[src/rtl/ssd1306_spi_decoder.sv]
// SSD1306-compatible SPI slave: synchronises the SPI pins, assembles bytes and
// decodes commands into control registers and auto-incrementing GDDRAM writes.
module ssd1306_spi_decoder #(
  parameter int unsigned COLUMNS = 128,
  parameter int unsigned PAGES   = 8,
  localparam int unsigned ADDR_W = $clog2(COLUMNS) + $clog2(PAGES)
) (
  input  logic              Clock,
  input  logic              Reset,
  input  logic              CS_i,
  input  logic              SCK_i,
  input  logic              MOSI_i,
  input  logic              DC_i,
  output logic [ADDR_W-1:0] MemAddr_o,
  output logic [7:0]        MemData_o,
  output logic              MemWrite_o,
  output logic              DisplayOn_o,
  output logic [7:0]        Contrast_o,
  output logic              Invert_o
);

  localparam int unsigned COL_W  = $clog2(COLUMNS);
  localparam int unsigned PAGE_W = $clog2(PAGES);

  localparam logic [1:0] MODE_H = 2'b00;
  localparam logic [1:0] MODE_V = 2'b01;
  localparam logic [1:0] MODE_P = 2'b10;

  typedef enum logic [1:0] {CMD, ARG1, ARG2} dec_state_t;

  logic [1:0]        cs_s, sck_s, mosi_s, dc_s;
  logic              sck_d;
  logic [2:0]        bit_cnt;
  logic [6:0]        shreg;
  logic              byte_stb;
  logic [7:0]        rx_byte;
  logic              rx_dc;

  dec_state_t        state;
  logic [7:0]        cmd;
  logic [7:0]        arg_start;
  logic [1:0]        mode;
  logic [COL_W-1:0]  col, col_start, col_end, col_nxt;
  logic [PAGE_W-1:0] page, page_start, page_end, page_nxt;
  logic [7:0]        col8;
  logic [COL_W-1:0]  rng_col_lo, rng_col_hi;
  logic [PAGE_W-1:0] rng_page_lo, rng_page_hi;
  logic              sck_rise;

  function automatic logic [COL_W-1:0] clamp_col(input logic [7:0] v);
    return (9'(v) > 9'(COLUMNS - 1)) ? COL_W'(COLUMNS - 1) : COL_W'(v);
  endfunction

  function automatic logic [PAGE_W-1:0] clamp_page(input logic [7:0] v);
    return (9'(v) > 9'(PAGES - 1)) ? PAGE_W'(PAGES - 1) : PAGE_W'(v);
  endfunction

  assign sck_rise = sck_s[1] & ~sck_d;
  assign col8     = 8'(col);

  // Range arguments: clamp both ends, then never let end fall below start.
  always_comb begin
    rng_col_lo  = clamp_col(arg_start);
    rng_col_hi  = clamp_col(rx_byte);
    rng_page_lo = clamp_page(arg_start);
    rng_page_hi = clamp_page(rx_byte);
    if (rng_col_hi < rng_col_lo)   rng_col_hi  = rng_col_lo;
    if (rng_page_hi < rng_page_lo) rng_page_hi = rng_page_lo;
  end

  // Pointer advance after a data write, per addressing mode.
  always_comb begin
    col_nxt  = col;
    page_nxt = page;
    case (mode)
      MODE_H: begin
        if (col == col_end) begin
          col_nxt  = col_start;
          page_nxt = (page == page_end) ? page_start : page + PAGE_W'(1);
        end else begin
          col_nxt = col + COL_W'(1);
        end
      end
      MODE_V: begin
        if (page == page_end) begin
          page_nxt = page_start;
          col_nxt  = (col == col_end) ? col_start : col + COL_W'(1);
        end else begin
          page_nxt = page + PAGE_W'(1);
        end
      end
      default: col_nxt = (col == col_end) ? col_start : col + COL_W'(1);
    endcase
  end

  // SPI front end: synchronisers, SCK edge detect and byte assembly.
  always_ff @(posedge Clock) begin
    if (!Reset) begin
      cs_s     <= 2'b11;
      sck_s    <= 2'b00;
      mosi_s   <= 2'b00;
      dc_s     <= 2'b00;
      sck_d    <= 1'b0;
      bit_cnt  <= 3'd0;
      shreg    <= 7'd0;
      byte_stb <= 1'b0;
      rx_byte  <= 8'd0;
      rx_dc    <= 1'b0;
    end else begin
      cs_s     <= {cs_s[0], CS_i};
      sck_s    <= {sck_s[0], SCK_i};
      mosi_s   <= {mosi_s[0], MOSI_i};
      dc_s     <= {dc_s[0], DC_i};
      sck_d    <= sck_s[1];
      byte_stb <= 1'b0;
      if (cs_s[1]) begin
        bit_cnt <= 3'd0;
      end else if (sck_rise) begin
        shreg   <= {shreg[5:0], mosi_s[1]};
        bit_cnt <= bit_cnt + 3'd1;
        if (bit_cnt == 3'd7) begin
          byte_stb <= 1'b1;
          rx_byte  <= {shreg, mosi_s[1]};
          rx_dc    <= dc_s[1];
        end
      end
    end
  end

  // Command decoder and framebuffer write generation.
  always_ff @(posedge Clock) begin
    if (!Reset) begin
      state       <= CMD;
      cmd         <= 8'd0;
      arg_start   <= 8'd0;
      mode        <= MODE_P;
      col         <= '0;
      page        <= '0;
      col_start   <= '0;
      col_end     <= COL_W'(COLUMNS - 1);
      page_start  <= '0;
      page_end    <= PAGE_W'(PAGES - 1);
      MemAddr_o   <= '0;
      MemData_o   <= 8'd0;
      MemWrite_o  <= 1'b0;
      DisplayOn_o <= 1'b0;
      Contrast_o  <= 8'h7F;
      Invert_o    <= 1'b0;
    end else begin
      MemWrite_o <= 1'b0;
      if (byte_stb) begin
        if (rx_dc) begin
          state      <= CMD;
          MemWrite_o <= 1'b1;
          MemData_o  <= rx_byte;
          MemAddr_o  <= {page, col};
          col        <= col_nxt;
          page       <= page_nxt;
        end else begin
          case (state)
            CMD: begin
              case (rx_byte[7:4])
                4'h0: col  <= COL_W'({col8[7:4], rx_byte[3:0]});
                4'h1: col  <= COL_W'({rx_byte[3:0], col8[3:0]});
                4'hB: page <= clamp_page({4'h0, rx_byte[3:0]});
                default: begin
                  case (rx_byte)
                    8'hAE, 8'hAF: DisplayOn_o <= rx_byte[0];
                    8'hA6, 8'hA7: Invert_o    <= rx_byte[0];
                    8'h20, 8'h81, 8'h21, 8'h22: begin
                      cmd   <= rx_byte;
                      state <= ARG1;
                    end
                    default: ;
                  endcase
                end
              endcase
            end
            ARG1: begin
              state <= CMD;
              case (cmd)
                8'h20: if (rx_byte[1:0] != 2'b11) mode <= rx_byte[1:0];
                8'h81: Contrast_o <= rx_byte;
                default: begin
                  arg_start <= rx_byte;
                  state     <= ARG2;
                end
              endcase
            end
            default: begin
              state <= CMD;
              if (cmd == 8'h21) begin
                col_start <= rng_col_lo;
                col_end   <= rng_col_hi;
                col       <= rng_col_lo;
              end else begin
                page_start <= rng_page_lo;
                page_end   <= rng_page_hi;
                page       <= rng_page_lo;
              end
            end
          endcase
        end
      end
    end
  end

endmodule

[config.mk]
export PLATFORM = sky130hd
export DESIGN_NAME = ssd1306_spi_decoder
export DESIGN_NICKNAME = d
export VERILOG_FILES = /design/src/rtl/ssd1306_spi_decoder.sv
export SDC_FILE = /design/constraint.sdc
export NUM_CORES = 1
export LEC_CHECK = 0
export BUFFER_PORTS_ARGS = -buffer_cell sky130_fd_sc_hd__buf_2
export CORE_MARGIN = 4
export CORE_UTILIZATION = 40
export DETAILED_ROUTE_END_ITERATION = 7
export GPL_TIMING_DRIVEN = 0
export HOLD_SLACK_MARGIN = 0.15
export PLACE_DENSITY = 0.59
export SLEW_MARGIN = 20
export SYNTH_ARGS = -nofsm -noshare
export SYNTH_HDL_FRONTEND = slang
export SYNTH_SLANG_ARGS = --single-unit
[constraint.sdc]
create_clock -name Clock -period 7.45 [get_ports Clock]
set_clock_uncertainty 0.1 [all_clocks]
set_input_delay 1.1175 -clock Clock [delete_from_list [all_inputs] [get_ports Clock]]
set_output_delay 1.1175 -clock Clock [all_outputs]
set_load 0.05 [all_outputs]
==> impl_metrics.csv, run 1 <==
group,metric,value,unit
sta,tns,0,ns
critical_path,cp.arrival,3.19,ns
clocking,cts_hold_buf,0,
synthesis,mappedNetlistArea,4935,µm²
layout,area_growth,14.20,%
critical_path,crit_fanout,10,
clocking,insertion_delay,0.36,ns
critical_path,rr_endpoint,"col_end[6]",
clocking,cts_tree,"yes",
clocking,cts_resized,0,
sta,layout_setup_ws,4.373,ns
layout,layout_commonest_cell,"dfxtp_1",
critical_path,critPathRequiredTime,7.56,ns
placement,hpwl,9519,µm
placement,port_buffers,33,
layout,multi_input_area,2590,µm²
route,via_per_inst,5.299,
grt,overflow,0,
clocking,cts.clk_slew.worst_paths,0.07,ns
clocking,clockRootBuffer,"clkbuf_16",
power_and_ir_drop,p_total,1.125,mW
layout,layout.nets,646,
layout,layout_common_cells,"dfxtp_1, nand2_1, nor2_1",
critical_path,reg2reg_slack,4.37,ns
synthesis,ys_ff_latch,108,
placement,pre_cts_ws,4.432,ns
synthesis,avgSynthCellArea,8.450,µm²
synthesis,synth.distinct_cells,52,
power_and_ir_drop,ir_drop,0.1073,mV
floorplan,fp.coreArea,12060,µm²
grt,grt_pass1_vias,4044,
critical_path,crit_path_start_kind,"register",
floorplan,io_pins,35,
route,first_pass_iters,7,
route,first_iter_violations,399,
grt,grt_usage,0.1924,
sta,hold_ws,0.3146,ns
grt,antenna_found_initial,0,
route,drc,0,
layout,fillers,1235,
clocking,cts.sinks,108,
route,vias,4239,
layout,layoutNonFillerInstCount,800,
synthesis,async_flop_share,0,
layout,drive_gt1_frac,0.1266,
outcome,status,"complete, no violations",
min_path,holdCritPathClass,"register to register",
floorplan,start_util,0.4091,
power_and_ir_drop,p_per_area,199.6,nW/µm²
synthesis,synth_edf_count,0,
sta,max_slew.worst_pin.slew,0.8304,ns
route,avgRoutedWirePerCell,16.28,µm
critical_path,cp-startpoint,"rx_byte[7]",
floorplan,rows,40,
critical_path,r2r_cells,9,
layout,regArea,2162,µm²
route,antenna_left,0,
synthesis,syn_inst,584,
power_and_ir_drop,p_leak,2.202,nW
synthesis,synth_nets,602,
sta,slew_headroom,0.4464,
route,routed_wl,13030,µm
sta,rsz0062_at_grt,"no",
layout,diodes,0,
sta,fin_crit_sh,0.4130,
critical_path,end_kind,"register",
sta,hold_viol_final,0,
placement,place_area,5310,µm²
sta,setup_viol,0,
floorplan,fp.dieArea,14180,µm²
layout,stdcell_area,5635,µm²
synthesis,ys.flop_type,"dfxtp_1",
floorplan,dieHeight,119.1,µm
sta,fmax,0.3250,GHz
critical_path,crit_type,"register to register",
critical_path,r2r_start,"rx_byte[7]",
synthesis,synth_seq_area_share,0.4381,
placement,dp_cells,785,
grt,grt_max_degree,17,
layout,final_core_util,0.4672,
floorplan,die_x,119.1,µm
clocking,cts.htree.levels,3,
sta,timing.final.crit_period,3.077,ns
critical_path,crit_end,"col_end[6]",
clocking,cts_made_buffers,9,
synthesis,yosys_warnings,0,
grt,grt_pass1_wl,21370,µm
sta,maxSlewViolCount,0,
placement,place_congestion,0.8801,
min_path,worstHoldStart,"cs_s[0]",
clocking,clk_path_buf_depth,2,
clocking,post_cts_buffers,0,
run,drv_cap,0,
worst max-delay path, cell delays in order, from the launching register on:
cell and delay [ns]:
dfxtp_1 0.31, clkbuf_1 0.33, clkbuf_1 0.63, or2_2 0.25, ha_1 0.12, o311a_1 0.14
o21ai_0 0.13, a31oi_1 0.50, mux2i_1 0.30, o211ai_1 0.11
cell type report:
type	instances	share of cell area
clock inverters	3	0.01221
multi-input cells	431	0.4596
plain buffers	37	0.02709
inverters	8	0.005329
clock buffers	12	0.04552
repair buffers	33	0.02931
flip-flops and latches	108	0.3837
well taps	168	0.03730
flip-flops by register name, indices dropped and copies added (netlist names), 3 cells and up:
| register | count |
|---|---|
| arg_start | 8 |
| page_end | 3 |
| col_end | 7 |
| MemAddr_o | 10 |
| page_start | 3 |
| MemData_o | 8 |
| col_start | 7 |
| Contrast_o | 8 |
| cmd | 8 |
| page | 3 |
| col | 7 |
| rx_byte | 8 |
| shreg | 7 |
| bit_cnt | 3 |
where the power goes:
part / internal (mW) / switching [mW] / total (mW)
clock: 0.313 / 0.214 / 0.527
combinational: 0.00410 / 0.0144 / 0.0185
sequential: 0.579 / 0.000576 / 0.580
total: 0.896 / 0.229 / 1.12
routing by layer:
metal,vias to the layer above,global-route usage,part of all wire
met5,-,0,0
met4,0,0.06879,0.018
met3,16,0.04416,0.056
met2,117,0.3059,0.46
met1,2002,0.2557,0.46
li1,2104,-,-
kinds of logic (layout without fill, tap and decap cells):
| group | Yosys count | in the layout | share of synthesized area |
|---|---|---|---|
| adder cells (fa/ha/maj) | 12 | 12 | 0.03043 |
| XOR/XNOR | 16 | 16 | 0.02840 |
| AO/OA/AOI/OAI | 112 | 112 | 0.1438 |
| AND/OR/NAND/NOR | 249 | 249 | 0.2363 |
| multiplexers | 42 | 42 | 0.08595 |
| flip-flops | 108 | 108 | 0.4381 |
| buffers and inverters | 45 | 93 | 0.03702 |
synthesized netlist by cell type, types with 2 or more instances:
cell	number	area, µm²
or2_2	11	68.82
mux2i_1	39	390.4
nand2_1	89	334.1
a31o_2	4	35.03
o211ai_1	5	37.54
nor2b_1	8	50.05
nor3_1	18	90.09
mux2_2	3	33.78
nand3b_1	2	15.01
o21a_1	2	15.01
nand3_1	13	65.06
o2bb2ai_1	2	17.52
inv_1	7	26.28
a31oi_1	2	12.51
nor2_1	73	274.0
o311ai_0	5	43.79
o21ai_0	12	60.06
a211oi_1	12	90.09
and2_1	10	62.56
nor4b_1	2	17.52
or4_1	2	15.01
ha_1	12	150.1
buf_2	5	25.02
xor2_1	8	70.07
a21oi_1	54	270.3
dfxtp_1	108	2162
o31ai_1	3	22.52
clkbuf_1	31	116.4
a221o_1	2	20.02
xnor2_1	8	70.07
nand2b_1	8	50.05
and3_1	4	25.02
worst min-delay path by stage:
stage                     slack (ns)  cells after the start  endpoint
after floorplan                 0.29                      1   cs_s[1]
after global placement          0.29                      1   cs_s[1]
after detailed placement        0.30                      1   cs_s[1]
after CTS                       0.32                      1   cs_s[1]
after global routing            0.34                      1   cs_s[1]
final                           0.31                      1   cs_s[1]
Note: power is estimated with default switching activity, not from simulation.
==> inputs of run 2 (changes only) <==
--- a/config.mk
+++ b/config.mk
@@ -5,6 +5,7 @@
 export SDC_FILE = /design/constraint.sdc
 export NUM_CORES = 1
 export LEC_CHECK = 0
+export ABC_AREA = 1
 export BUFFER_PORTS_ARGS = -buffer_cell sky130_fd_sc_hd__buf_2
 export CORE_MARGIN = 4
 export CORE_UTILIZATION = 40
==> constraint.sdc (replaced) <==
create_clock -name Clock -period 3.1 [get_ports Clock]
set_clock_uncertainty 0.1 [all_clocks]
set_input_delay 0.465 -clock Clock [delete_from_list [all_inputs] [get_ports Clock]]
set_output_delay 0.465 -clock Clock [all_outputs]
set_load 0.05 [all_outputs]
==> impl_metrics.csv, run 2 <==
group,metric,value,unit
outcome,status,"complete, no violations",
grt,grt_max_degree,19,
route,first_pass_iters,5,
floorplan,die_x,119.6,µm
route,first_iter_violations,383,
sta,maxSlewViolCount,0,
clocking,cts_resized,0,
synthesis,mappedNetlistArea,4981,µm²
clocking,post_cts_buffers,0,
critical_path,r2r_start,"arg_start[7]",
route,avgRoutedWirePerCell,15.44,µm
route,via_per_inst,5.016,
synthesis,synth_top_area_frac,0.4341,
synthesis,ys_ff_latch,108,
grt,grt_pass1_wl,22560,µm
sta,max_slew.worst_pin.slew,0.6806,ns
layout,largest_reg_flops,10,
power_and_ir_drop,p_leak,2.586,nW
critical_path,crit_end,"col_end[2]",
sta,fmax,0.4177,GHz
clocking,cts_made_buffers,9,
layout,layout_common_cells,"nand2_1, dfxtp_1, nor2_1",
sta,slew_headroom,0.5463,
placement,place_congestion,0.9655,
layout,area_growth,14.04,%
critical_path,reg2reg_slack,0.71,ns
synthesis,avgSynthCellArea,7.325,µm²
sta,rsz0062_at_grt,"no",
layout,multi_input_area,2374,µm²
synthesis,synth_seq_area_share,0.4341,
sta,tns,0,ns
run,drv_cap,0,
critical_path,critPathRequiredTime,3.30,ns
clocking,cts_tree,"yes",
clocking,clk_path_buf_depth,2,
grt,overflow,0,
layout,regArea,2162,µm²
synthesis,synth_most_common_cell,"nand2_1",
route,drc,0,
layout,layout_commonest_cell,"nand2_1",
sta,hold_viol_final,0,
synthesis,synth.distinct_cells,40,
grt,grt_pass1_vias,4326,
critical_path,crit_family,"simple AND/OR/NAND/NOR gates",
layout,fillers,1271,
critical_path,slowest_stage,"a211oi_2",
power_and_ir_drop,p_per_area,469.4,nW/µm²
floorplan,io_pins,35,
layout,regMostFlops,"MemAddr_o",
synthesis,ys.flop_type,"dfxtp_1",
floorplan,start_util,0.4113,
min_path,holdCritPathClass,"input pin to register",
critical_path,cp-startpoint,"arg_start[7]",
layout,layout.nets,743,
layout,drive_gt1_frac,0.1315,
clocking,cts_hold_buf,0,
route,vias,4504,
placement,port_buffers,34,
sta,timing.final.crit_period,2.394,ns
sta,setup_viol,0,
critical_path,cp.arrival,2.59,ns
floorplan,dieHeight,119.6,µm
floorplan,rows,40,
critical_path,crit_fanout,9,
power_and_ir_drop,p_total,2.666,mW
clocking,insertion_delay,0.36,ns
clocking,cts.clk_slew.worst_paths,0.07,ns
synthesis,yosysTopAreaCell,"dfxtp_1",
critical_path,cp_num_buf_inv,0,
critical_path,crit_path_start_kind,"register",
critical_path,rr_endpoint,"col_end[2]",
floorplan,fp.coreArea,12110,µm²
clocking,clockRootBuffer,"clkbuf_16",
clocking,cts.sinks,108,
floorplan,fp.dieArea,14300,µm²
route,routed_wl,13870,µm
layout,diodes,0,
synthesis,synth_nets,698,
critical_path,crit_cells,9,
synthesis,yosys_warnings,0,
placement,hpwl,10310,µm
synthesis,async_flop_share,0,
power_and_ir_drop,ir_drop,0.4058,mV
grt,grt_usage,0.2009,
critical_path,slowest_delay,0.40,ns
route,antenna_left,0,
layout,final_core_util,0.4690,
synthesis,ys_top_cells_by_count,"nand2_1, dfxtp_1, nor2_1, a21oi_1, inv_1",
synthesis,synth_edf_count,0,
critical_path,end_kind,"register",
critical_path,worstPathCellList,"nor2_1 -> ha_1 -> a21oi_1 -> nor2_1 -> a211oi_2 -> nand2_2 -> nand2_1 -> nand3_1 -> nand2_1",
critical_path,crit_type,"register to register",
synthesis,syn_inst,680,
critical_path,r2r_cells,9,
grt,antenna_found_initial,0,
synthesis,netlist_top_cells_area,"dfxtp_1, nand2_1, a21oi_1",
min_path,whs_path_depth,3,
sta,fin_crit_sh,0.7724,
clocking,cts.htree.levels,3,
## run 2: cell count changes in the layout (fill, tap and decap cells not counted), moves of 18 or more
cell	previous run	this run
a21oi_1	54	74
clkbuf_1	32	9
inv_1	7	74
mux2i_1	39	0
nand2_1	89	134
nand3_1	13	31
o21ai_0	12	60
## run 2: worst min path at each step
stage,slack [ns],startpoint,end
floorplan,0.29,dc_s[0],dc_s[1]
global route,0.19,CS_i,cs_s[0]
global placement,0.30,dc_s[0],dc_s[1]
detailed placement,0.30,dc_s[0],dc_s[1]
finish,0.18,SCK_i,sck_s[0]
CTS,0.17,SCK_i,sck_s[0]
## run 2: worst register-to-register path: stages, from the launching register on
cell and delay, ns:
dfxtp_1 0.37, nor2_1 0.39, ha_1 0.34, a21oi_1 0.17, nor2_1 0.06, a211oi_2 0.40, nand2_2 0.21, nand2_1 0.10
nand3_1 0.11, nand2_1 0.08
## run 2: cell families after synthesis
logic type      after synthesis  synth area share
compound gates              161            0.1733
xor+xnor                     11           0.01934
fa+ha+maj                    12           0.03014
buf+inv                     106           0.08942
flops                       108            0.4341
simple gates                282            0.2537
## run 2: area by class of cell
| cell class | count | area share |
|---|---|---|
| clock buffer | 11 | 0.04449 |
| clock inverter | 5 | 0.01167 |
| tap | 168 | 0.03700 |
| multi-input combinational | 466 | 0.4178 |
| sequential | 108 | 0.3806 |
| buffer | 24 | 0.02291 |
| inverter | 82 | 0.05551 |
| timing repair buffer | 34 | 0.02996 |
## run 2: report_power, final
part           internal, mW  switching, mW  leakage [nW]
Clock                 0.681          0.540         0.154
Combinational        0.0129         0.0381          1.56
Sequential             1.39        0.00251         0.872
Total                  2.09          0.580          2.59
## run 2: metrics by stage
stage / hold slack [ns] / worst slack (ns) / std cells / cell area, µm²
floorplan: 0.2905 / 1.154 / 680 / 4981
global placement: 0.3003 / 0.8346 / 882 / 5361
detailed placement: 0.3014 / 0.8165 / 882 / 5361
CTS: 0.1748 / 0.7590 / 898 / 5680
global route: 0.1894 / 0.5563 / 898 / 5680
finish: 0.1836 / 0.7057 / 898 / 5680
## run 2: metal layers
| layer | GRT usage | part of all wire | vias up |
|---|---|---|---|
| met3 | 0.04618 | 0.058 | 27 |
| met4 | 0.08304 | 0.031 | 0 |
| met1 | 0.2624 | 0.46 | 2052 |
| li1 | - | - | 2305 |
| met5 | 0 | 0 | - |
| met2 | 0.3206 | 0.45 | 120 |
==> inputs of run 3 (changes only) <==
--- a/config.mk
+++ b/config.mk
@@ -12,7 +12,7 @@
 export DETAILED_ROUTE_END_ITERATION = 7
 export GPL_TIMING_DRIVEN = 0
 export HOLD_SLACK_MARGIN = 0.15
-export PLACE_DENSITY = 0.59
+export PLACE_DENSITY = 0.61
 export SLEW_MARGIN = 20
 export SYNTH_ARGS = -nofsm -noshare
 export SYNTH_HDL_FRONTEND = slang
==> constraint.sdc (replaced) <==
create_clock -name Clock -period 2 [get_ports Clock]
set_clock_uncertainty 0.1 [all_clocks]
set_input_delay 0.3 -clock Clock [delete_from_list [all_inputs] [get_ports Clock]]
set_output_delay 0.3 -clock Clock [all_outputs]
set_load 0.05 [all_outputs]
==> impl_metrics.csv, run 3 (same netlist as run 2, synthesis figures left out) <==
group,metric,value,unit
clocking,cts.htree.levels,3,
route,antenna_left,0,
route,first_pass_iters,5,
grt,grt_pass1_vias,4444,
sta,timing.final.crit_period,1.978,ns
outcome,status,"complete, no violations",
layout,diodes,0,
clocking,cts.sinks,108,
layout,fillers,1224,
critical_path,cp.arrival,2.12,ns
grt,grt_pass1_wl,22600,µm
critical_path,crit_top_cell,"nor2_2",
min_path,holdCritPathClass,"input pin to register",
placement,dp_cells,882,
floorplan,fp.dieArea,14300,µm²
floorplan,die_x,119.6,µm
grt,antenna_found_initial,0,
clocking,cts_made_buffers,9,
critical_path,slowest_delay,0.33,ns
clocking,insertion_delay,0.35,ns
power_and_ir_drop,p_per_area,657.6,nW/µm²
floorplan,start_util,0.4113,
layout,largest_reg_flops,10,
route,avgRoutedWirePerCell,15.54,µm
clocking,clockRootBuffer,"clkbuf_16",
critical_path,slowest_stage,"dfxtp_2",
placement,hpwl,10240,µm
layout,drive_gt1_frac,0.2024,
layout,final_core_util,0.5002,
route,via_per_inst,5.089,
critical_path,end_kind,"register",
sta,maxSlewViolCount,0,
critical_path,crit_fanout,4,
power_and_ir_drop,ir_drop,0.4414,mV
clocking,clk_path_buf_depth,2,
route,vias,4702,
layout,area_growth,21.63,%
sta,rsz0062_at_grt,"yes",
sta,setup_viol,0,
power_and_ir_drop,p_total,3.984,mW
critical_path,critPathRequiredTime,2.15,ns
route,first_iter_violations,316,
layout,layout_common_cells,"nand2_1, dfxtp_1, nor2_1",
grt,overflow,0,
critical_path,worstPathCellList,"buf_2 -> nor2_2 -> inv_1 -> ha_2 -> a21oi_4 -> nor2_2 -> a211oi_2 -> buf_4 -> buf_6 -> nand3_1 -> nand3_2 -> nand2_1",
grt,grt_usage,0.1990,
run,drv_cap,0,
floorplan,rows,40,
placement,place_congestion,0.9151,
clocking,cts.clk_slew.worst_paths,0.07,ns
floorplan,dieHeight,119.6,µm
layout,layoutNonFillerInstCount,924,
critical_path,crit_path_start_kind,"register",
critical_path,crit_type,"register to register",
layout,layout_commonest_cell,"nand2_1",
power_and_ir_drop,p_leak,2.724,nW
layout,layout.nets,769,
sta,fin_crit_sh,0.9889,
sta,hold_viol_final,0,
grt,grt_max_degree,18,
floorplan,io_pins,35,
floorplan,fp.coreArea,12110,µm²
placement,port_buffers,34,
route,routed_wl,14360,µm
sta,slew_headroom,0.5365,
sta,max_slew.worst_pin.slew,0.6953,ns
clocking,cts_tree,"yes",
route,drc,0,
layout,regMostFlops,"MemAddr_o",
sta,fmax,0.5056,GHz
run 3: final timing paths:
path	start	endpoint	slack (ns)	cells after the start
max	rx_byte[7]	col_end[1]	0.02	12
min	Reset	byte_stb	0.19	3
max reg2reg	rx_byte[7]	col_end[1]	0.02	12
min reg2reg	cs_s[0]	cs_s[1]	0.32	1
run 3: what timing repair did:
item / 4_1_cts / 5_1_grt
pin swaps: 7 / 17
setup endpoints to repair: 10 / 10
endpoints found under the hold margin: 4 / 0
cloned: 1 / 1
buffers inserted: 14 / 8
hold buffers: 4 / 0
gates resized for setup: 23 / 31
run 3: critical path: cells and delay by family (launching register included):
family | cells | cell delay, ns
buf+inv | 4 | 0.53
simple gates | 5 | 0.39
flops | 1 | 0.33
fa+ha+maj | 1 | 0.20
compound gates | 2 | 0.31
run 3: cell type report:
cell class,count,area (µm²),area share
clock inverter,4,32.53,0.005370
sequential,108,2168,0.3579
buffer,23,126.4,0.02086
timing repair buffer,60,384.1,0.06340
inverter,82,317.8,0.05246
tap,168,210.2,0.03470
clock buffer,12,256.5,0.04234
multi-input combinational,467,2562,0.4230
run 3: metrics by stage:
step / setup slack [ns] / TNS, ns / hold slack (ns) / instance area [µm²]
after floorplan: 0.05355 / 0 / 0.2905 / 4981
after global placement: -0.3181 / -2.346 / 0.3036 / 5361
after detailed placement: -0.3545 / -2.864 / 0.3080 / 5361
after CTS: 0.0003109 / 0 / 0.1798 / 5894
after global routing: -0.03423 / -0.2038 / 0.2144 / 6058
final: 0.02221 / 0 / 0.1903 / 6058
run 3: per-layer routing:
| layer | GRT usage | share of wire | vias to the layer above |
|---|---|---|---|
| met5 | 0 | 0 | - |
| met4 | 0.08232 | 0.032 | 0 |
| met1 | 0.2504 | 0.44 | 2156 |
| met3 | 0.03770 | 0.054 | 41 |
| li1 | - | - | 2351 |
| met2 | 0.3351 | 0.47 | 154 |
run 3: where the power goes:
group | internal (mW) | switching [mW] | leakage (nW)
registers | 2.16 | 0.00376 | 0.874
clock network | 0.921 | 0.817 | 0.135
logic | 0.0251 | 0.0606 | 1.71
total | 3.10 | 0.881 | 2.72
